[src/rtl/debounce_defs.sv]
// debounce_defs: shared state encodings and default parameter values for the
// debounce_pulse pushbutton conditioner.
package debounce_defs;

  // FSM state encodings; the state bit doubles as the debounced level.
  localparam logic ST_REL = 1'b0;
  localparam logic ST_PRS = 1'b1;

  // Default configuration values.
  localparam int DEF_SAMPLES     = 4;
  localparam int DEF_SYNC_STAGES = 2;
  localparam int DEF_LONG_TICKS  = 8;

endpackage

[src/rtl/sync_rise_tick.sv]
// sync_rise_tick: two-flop synchronizer followed by a rising-edge detector.
// A slow level or square wave on d_i becomes a one-cycle tick_o in the clk
// domain, two clk cycles after each rising edge of d_i.
module sync_rise_tick (
  input  logic clk,
  input  logic rst,
  input  logic d_i,
  output logic tick_o
);

  logic [1:0] sync_q;
  logic       prev_q;

  // Synchronize the input, then keep one delayed copy for edge detection.
  always_ff @(posedge clk or posedge rst) begin
    if (rst) begin
      sync_q <= 2'b00;
      prev_q <= 1'b0;
    end else begin
      sync_q <= {sync_q[0], d_i};
      prev_q <= sync_q[1];
    end
  end

  // prev_q resets to 0, so an input already high at reset release gives one tick.
  assign tick_o = sync_q[1] & ~prev_q;

endmodule

[src/rtl/debounce_pulse.sv]
// debounce_pulse: pushbutton conditioner. The slow sample_clk square wave is
// used purely as a sampling strobe (treated as data, single clk domain). The
// button is synchronized, sampled into a SAMPLES-deep history on each strobe,
// and a two-state FSM produces the debounced level plus one-cycle press and
// release pulses.
// Optional feature macro: DEBOUNCE_LONG_PRESS_EN adds the long_press output,
// which fires once per press after LONG_TICKS strobes of continuous hold.
module debounce_pulse
  import debounce_defs::*;
#(
  parameter int SAMPLES     = DEF_SAMPLES,
  parameter int SYNC_STAGES = DEF_SYNC_STAGES,
  parameter int LONG_TICKS  = DEF_LONG_TICKS
) (
  input  logic clk,
  input  logic rst,
  input  logic sample_clk,
  input  logic btn_in,
  output logic btn_level,
  output logic press_pulse,
  output logic release_pulse
`ifdef DEBOUNCE_LONG_PRESS_EN
  ,
  output logic long_press
`endif
);

  logic [SYNC_STAGES-1:0] bsync_q;
  logic                   btn_s;
  logic                   tick;
  logic [SAMPLES-1:0]     hist_q, hist_d, hist_shift;
  logic                   state_q, state_d;
  logic                   press_q, press_d;
  logic                   release_q, release_d;

  sync_rise_tick u_sc_tick (
    .clk    (clk),
    .rst    (rst),
    .d_i    (sample_clk),
    .tick_o (tick)
  );

  // Synchronize the raw asynchronous button into the clk domain.
  always_ff @(posedge clk or posedge rst) begin
    if (rst) bsync_q <= '0;
    else     bsync_q <= {bsync_q[SYNC_STAGES-2:0], btn_in};
  end

  assign btn_s      = bsync_q[SYNC_STAGES-1];
  assign hist_shift = {hist_q[SAMPLES-2:0], btn_s};

  // Sample history and FSM next state; pulses are raised only on the tick edge.
  always_comb begin
    hist_d    = hist_q;
    state_d   = state_q;
    press_d   = 1'b0;
    release_d = 1'b0;
    if (tick) begin
      hist_d = hist_shift;
      if ((state_q == ST_REL) && (&hist_shift)) begin
        state_d = ST_PRS;
        press_d = 1'b1;
      end else if ((state_q == ST_PRS) && (~|hist_shift)) begin
        state_d   = ST_REL;
        release_d = 1'b1;
      end
    end
  end

  // History, state and pulse registers.
  always_ff @(posedge clk or posedge rst) begin
    if (rst) begin
      hist_q    <= '0;
      state_q   <= ST_REL;
      press_q   <= 1'b0;
      release_q <= 1'b0;
    end else begin
      hist_q    <= hist_d;
      state_q   <= state_d;
      press_q   <= press_d;
      release_q <= release_d;
    end
  end

  assign btn_level     = state_q;
  assign press_pulse   = press_q;
  assign release_pulse = release_q;

`ifdef DEBOUNCE_LONG_PRESS_EN
  localparam logic [7:0] LONG_LIM = 8'(LONG_TICKS);

  logic [7:0] hold_q, hold_d;
  logic       long_q, long_d;

  // Count ticks of continuous press; cleared while released, on entry and on release.
  always_comb begin
    hold_d = hold_q;
    long_d = 1'b0;
    if (state_q == ST_REL) begin
      hold_d = 8'd0;
    end else if (tick) begin
      if (state_d == ST_REL) begin
        hold_d = 8'd0;
      end else if (hold_q < LONG_LIM) begin
        hold_d = hold_q + 8'd1;
        long_d = ((hold_q + 8'd1) == LONG_LIM);
      end
    end
  end

  // Hold counter and long-press pulse registers.
  always_ff @(posedge clk or posedge rst) begin
    if (rst) begin
      hold_q <= 8'd0;
      long_q <= 1'b0;
    end else begin
      hold_q <= hold_d;
      long_q <= long_d;
    end
  end

  assign long_press = long_q;
`endif

endmodule

[config.mk]
export PLATFORM = sky130hd
export DESIGN_NAME = debounce_pulse
export DESIGN_NICKNAME = d
export VERILOG_FILES = /design/src/rtl/debounce_defs.sv /design/src/rtl/sync_rise_tick.sv /design/src/rtl/debounce_pulse.sv
export SDC_FILE = /design/constraint.sdc
export NUM_CORES = 1
export LEC_CHECK = 0
export CORE_AREA = 2 2 39 41
export DETAILED_ROUTE_END_ITERATION = 8
export DIE_AREA = 0 0 41 43
export PLACE_DENSITY = 0.55
export SLEW_MARGIN = 20
export SYNTH_ARGS = -nofsm -noshare
export SYNTH_HDL_FRONTEND = slang
export SYNTH_SLANG_ARGS = --single-unit
[constraint.sdc]
create_clock -name clk -period 1 [get_ports clk]
set_input_delay 0.1 -clock clk [delete_from_list [all_inputs] [get_ports clk]]
set_output_delay 0.1 -clock clk [all_outputs]
set_load 0.005 [all_outputs]
# Word level (Yosys, flattened, before mapping)
# Cells that the tools add are included.
word_totals:
  ff_bits: 11
  in_bits: 4
  output_inout_bits: 3
  elab_cells: 24
op_classes:
  n_mux: 7
  n_bitwise: 3
  n_reduce_logical: 7
op_table:
  columns: ["operator", "count"]
  rows:
  - ["1-bit two-way mux", 7]
  - ["4-bit AND reduction", 1]
  - ["4-bit OR reduction", 1]
  - ["1-bit logical AND", 2]
  - ["1-bit NOT", 2]
  - ["2-bit AND reduction", 1]
  - ["2-bit nonzero test", 1]
  - ["1-bit bitwise AND", 1]
  - ["1-bit zero test", 1]

# Depth between registers and ports, before layout
logic_depth:
  depth_word: 6
  ltp_mapped: 4
  ltp_nobuf: 3

# By module
# A second synthesis with hierarchy kept.
unflattened:
  cells_unflattened: 23
  hier_area_um2: 381.6
modules_own_cells:
  columns: ["mod", "instances", "cells_per_inst", "area_each_um2", "seq_area_each_um2"]
  rows:
  - ["debounce_pulse", 1, 18, 289.0, 200.2]
  - ["sync_rise_tick", 1, 5, 92.6, 75.1]

# Worst setup path after synthesis
# OpenSTA, ideal clock, no wires.
synth_path:
  path_kind: "reg2reg"
  startpoint: "reg u_sc_tick.prev_q"
  endpoint: "reg hist_q[0]"
  setup_ps: 125
  t_arrival_ps: 915
  required_ps: 875
  slack_ps: -40
  path_stages_with_launch: 4
  synth_period_minus_slack_ps: 1040
  path_cell_list: "dfrtp_1 nor2b_4 buf_6 mux2_2"
synth_between:
  elab_chain_cells: 2
synth_rtl:
  columns: ["element", "line_no", "rtl"]
  rows:
  - ["start, declared", "sync_rise_tick.sv:12", "logic prev_q;"]
  - ["start signal, assigned", "sync_rise_tick.sv:21", "prev_q <= sync_q[1];"]
  - ["1-bit NOT", "sync_rise_tick.sv:26", "assign tick_o = sync_q[1] & ~prev_q;"]
  - ["1-bit bitwise AND", "sync_rise_tick.sv:26", null]
  - ["end signal, assigned", "debounce_pulse.sv:78", "hist_q <= hist_d;"]
  - ["end, declared", "debounce_pulse.sv:31", "logic [SAMPLES-1:0] hist_q, hist_d, hist_shift;"]
# No other way between the ends.
# A chain may end at the register's enable or synchronous reset.

# Final worst setup path
layout_path:
  startpoint: "reg u_sc_tick.prev_q"
  endpoint: "reg hist_q[2]"
# Same word-level chain as after synthesis.

==> impl_results.md <==
- Cell Area, Synth: 425.4 sq um
- Hold slack final: 0.1131 ns
- Antenna Cells: 0
- Worst r2r dst: hist_q[2]$_DFFE_PP0P_
- RD Place Congestion: 0.7452
- Fill cells: 136
- CTS Buf Count: 3
- CP Capture Point: hist_q[2]$_DFFE_PP0P_
- Boundary Pins: 7
- CTS tree: yes
- Primary FF master, synth: dfrtp_1
- LEAKAGE: 0.2548 nW
- Clk sinks: 11
- Routed len/inst: 12.18 microns
- Status: finished with violations
- Final wirelength: 670 microns
- Hold Buf Count CTS: 0
- EDFF count, synth: 0
- Max-slew violation count: 0
- Worst VDD drop: 816.2 uV
- Endpoints failing hold: 0
- RR Startpoint: u_sc_tick.prev_q$_DFF_PP0_
- Final core utilization: 0.4132
- Clk slew on worst S/H paths: 0.07 ns
- Most frequent cell after synthesis: dfrtp_1
- Layout cells sized above 1: 0.4359
- Mapped Cells: 26
- Residual DRC count: 0
- Core ar.: 0.001384 sq mm
- HP Class: input port to async pin
- Die Y-Extent: 43 microns
- First-pass GRT wire length: 1041 microns
- Final setup violation count: 6
- Cell taking the most area after synthesis: dfrtp_1
- Critical path peak fanout: 6
- Initial Utilization: 0.3074
- Root Buffer: clkbuf_4
- Vias per cell: 4.400
- Commonest cells post-synth: dfrtp_1, inv_1, mux2_2
- Setup TNS: -0.4357 ns
- Area contributors post-synth: dfrtp_1, mux2_2, nand4_4, o2bb2a_4, nor2b_4
- Multi-input gate area: 148.9 sq um
- Chip width: 41 microns
- Worst slew margin: 0.7235
- Detail Route Antenna Nets: 0
- Area growth from synthesis to layout: 34.41%
- Post-synth net total: 30
- Final worst slack: -0.08578 ns
- Measured slew at the worst slew-check pin: 0.4144 ns
- Max_cap viols: 0
- Sequential area share after synthesis: 0.6471
- Final setup skew: 0.004388 ns
- Hpwl dp: 441.3 microns
- Clock tree buffer depth: 2
- Worst slack at placement: -0.09715 ns
- CP arrival: 1.25 ns
- DR pass1 iterations: 2
- Synth top area share: 0.6471
- Fin crit period: 1.086 ns
- Clk_lat worst skew: 0.27 ns
- Total track usage: 0.1008
- Pin count of the biggest net entering global routing: 12
- H-Tree Depth: 1
- Total congestion overflow: 0
- Vias in the first global route: 252
- Register bit total from synthesis: 11
- RSZ-0062 raised after global routing: true
- Failing checks: negative setup slack
- First DRT Iteration DRCs: 9
- Setup crit end kind: flip-flop
- Critical Path Start: u_sc_tick.prev_q$_DFF_PP0_
- Fin nets: 44
- Synth warn: 0
- Final period util: 1.086
- Critical Path RT: 1.16 ns
- Non-filler cells, final: 55
- Post-synth cell types: 12
- Initial antenna violation count: 0
- I/O Buffers: 6
- PwrDens: 1734 mW/mm^2
- Reg2reg path depth: 2
- Setup CP Type: flip-flop to flip-flop
- Dpl cells: 49
- Post-synthesis async set-or-reset flop share: 1.000
- Average size of a mapped cell: 16.36 sq um
- Worst setup SP type: flip-flop
- Upper clock frequency limit: 921.0 MHz
- FF/Latch Area: 275.3 sq um
- FF-to-FF setup slack: -0.09 ns
- Die area: 0.001763 sq mm
- Standard-cell row count: 14
- DR vias: 242
[layout make-up]
class,count,share of cell area
Inverter,3,0.01969
Multi-Input combinational cell,11,0.2604
Clock buffer,4,0.04595
Tap cell,16,0.03501
Timing Repair Buffer,10,0.1575
Sequential cell,11,0.4814
[worst max-delay path, stage by stage, from the launching register on]
cell,delay [ns]
dfrtp_1,0.40
nor2b_4,0.25
mux2_4,0.33
[worst min path at each step]
stage / end / depth (start not counted) / startpoint
detailed placement: u_sc_tick.sync_q[1]$_DFF_PP0_ / 0 / u_sc_tick.sync_q[0]$_DFF_PP0_
global route: release_pulse$_DFF_PP0_ / 2 / rst
CTS: release_pulse$_DFF_PP0_ / 2 / rst
floorplan: bsync_q[0]$_DFF_PP0_ / 1 / rst
global placement: u_sc_tick.sync_q[1]$_DFF_PP0_ / 0 / u_sc_tick.sync_q[0]$_DFF_PP0_
finish: release_pulse$_DFF_PP0_ / 2 / rst
[cell usage in the layout, fill, tap and decap left out, types with 3 or more instances in the layout]
cell / count
dfrtp_1: 11
clkdlybuf4s15_1: 3
mux2_4: 3
clkdlybuf4s50_1: 3
inv_1: 3
clkbuf_4: 3
buf_4: 4
[state kept, by name, summed over array words and instances, names as in the netlist]
register,count
hist_q,3
u_sc_tick.sync_q,2
release_pulse,1
bsync_q,2
press_pulse,1
btn_level,1
u_sc_tick.prev_q,1
[report_power, final]
| group | total (mW) | internal, mW | switching, mW |
|---|---|---|---|
| clock network | 0.301 | 0.155 | 0.147 |
| registers | 0.523 | 0.488 | 0.0350 |
| logic | 0.167 | 0.100 | 0.0672 |
[per-layer routing]
layer / up-vias / GRT usage / wire (microns)
met5: - / 0 / 0
met4: 0 / 0.1000 / 14
met3: 2 / 0.04712 / 36
met2: 8 / 0.1406 / 372
met1: 119 / 0.1010 / 247
li1: 113 / - / -
[cells by family after synthesis]
family / Yosys count / synth area share
DFF: 11 / 0.6470
and+or+nand+nor: 6 / 0.1441
muxes: 3 / 0.07941
buffers and inverters: 4 / 0.05294
AOI/OAI and AO/OA: 2 / 0.07647
[per-stage QoR]
stage	area (sq um)	power (mW)
after detailed placement	520.5	0.6846
after global routing	571.8	1.042
after floorplan	436.7	0.6280
final	571.8	0.9915
after global placement	520.5	0.6783
after CTS	551.8	0.9900
[timing repair]
action                     in CTS  in global routing
setup endpoints to repair       8                  8
pin swaps                       4                  2
resized for setup               4                  4
buffers inserted                1                  1
(Power assumes the default switching activity.)
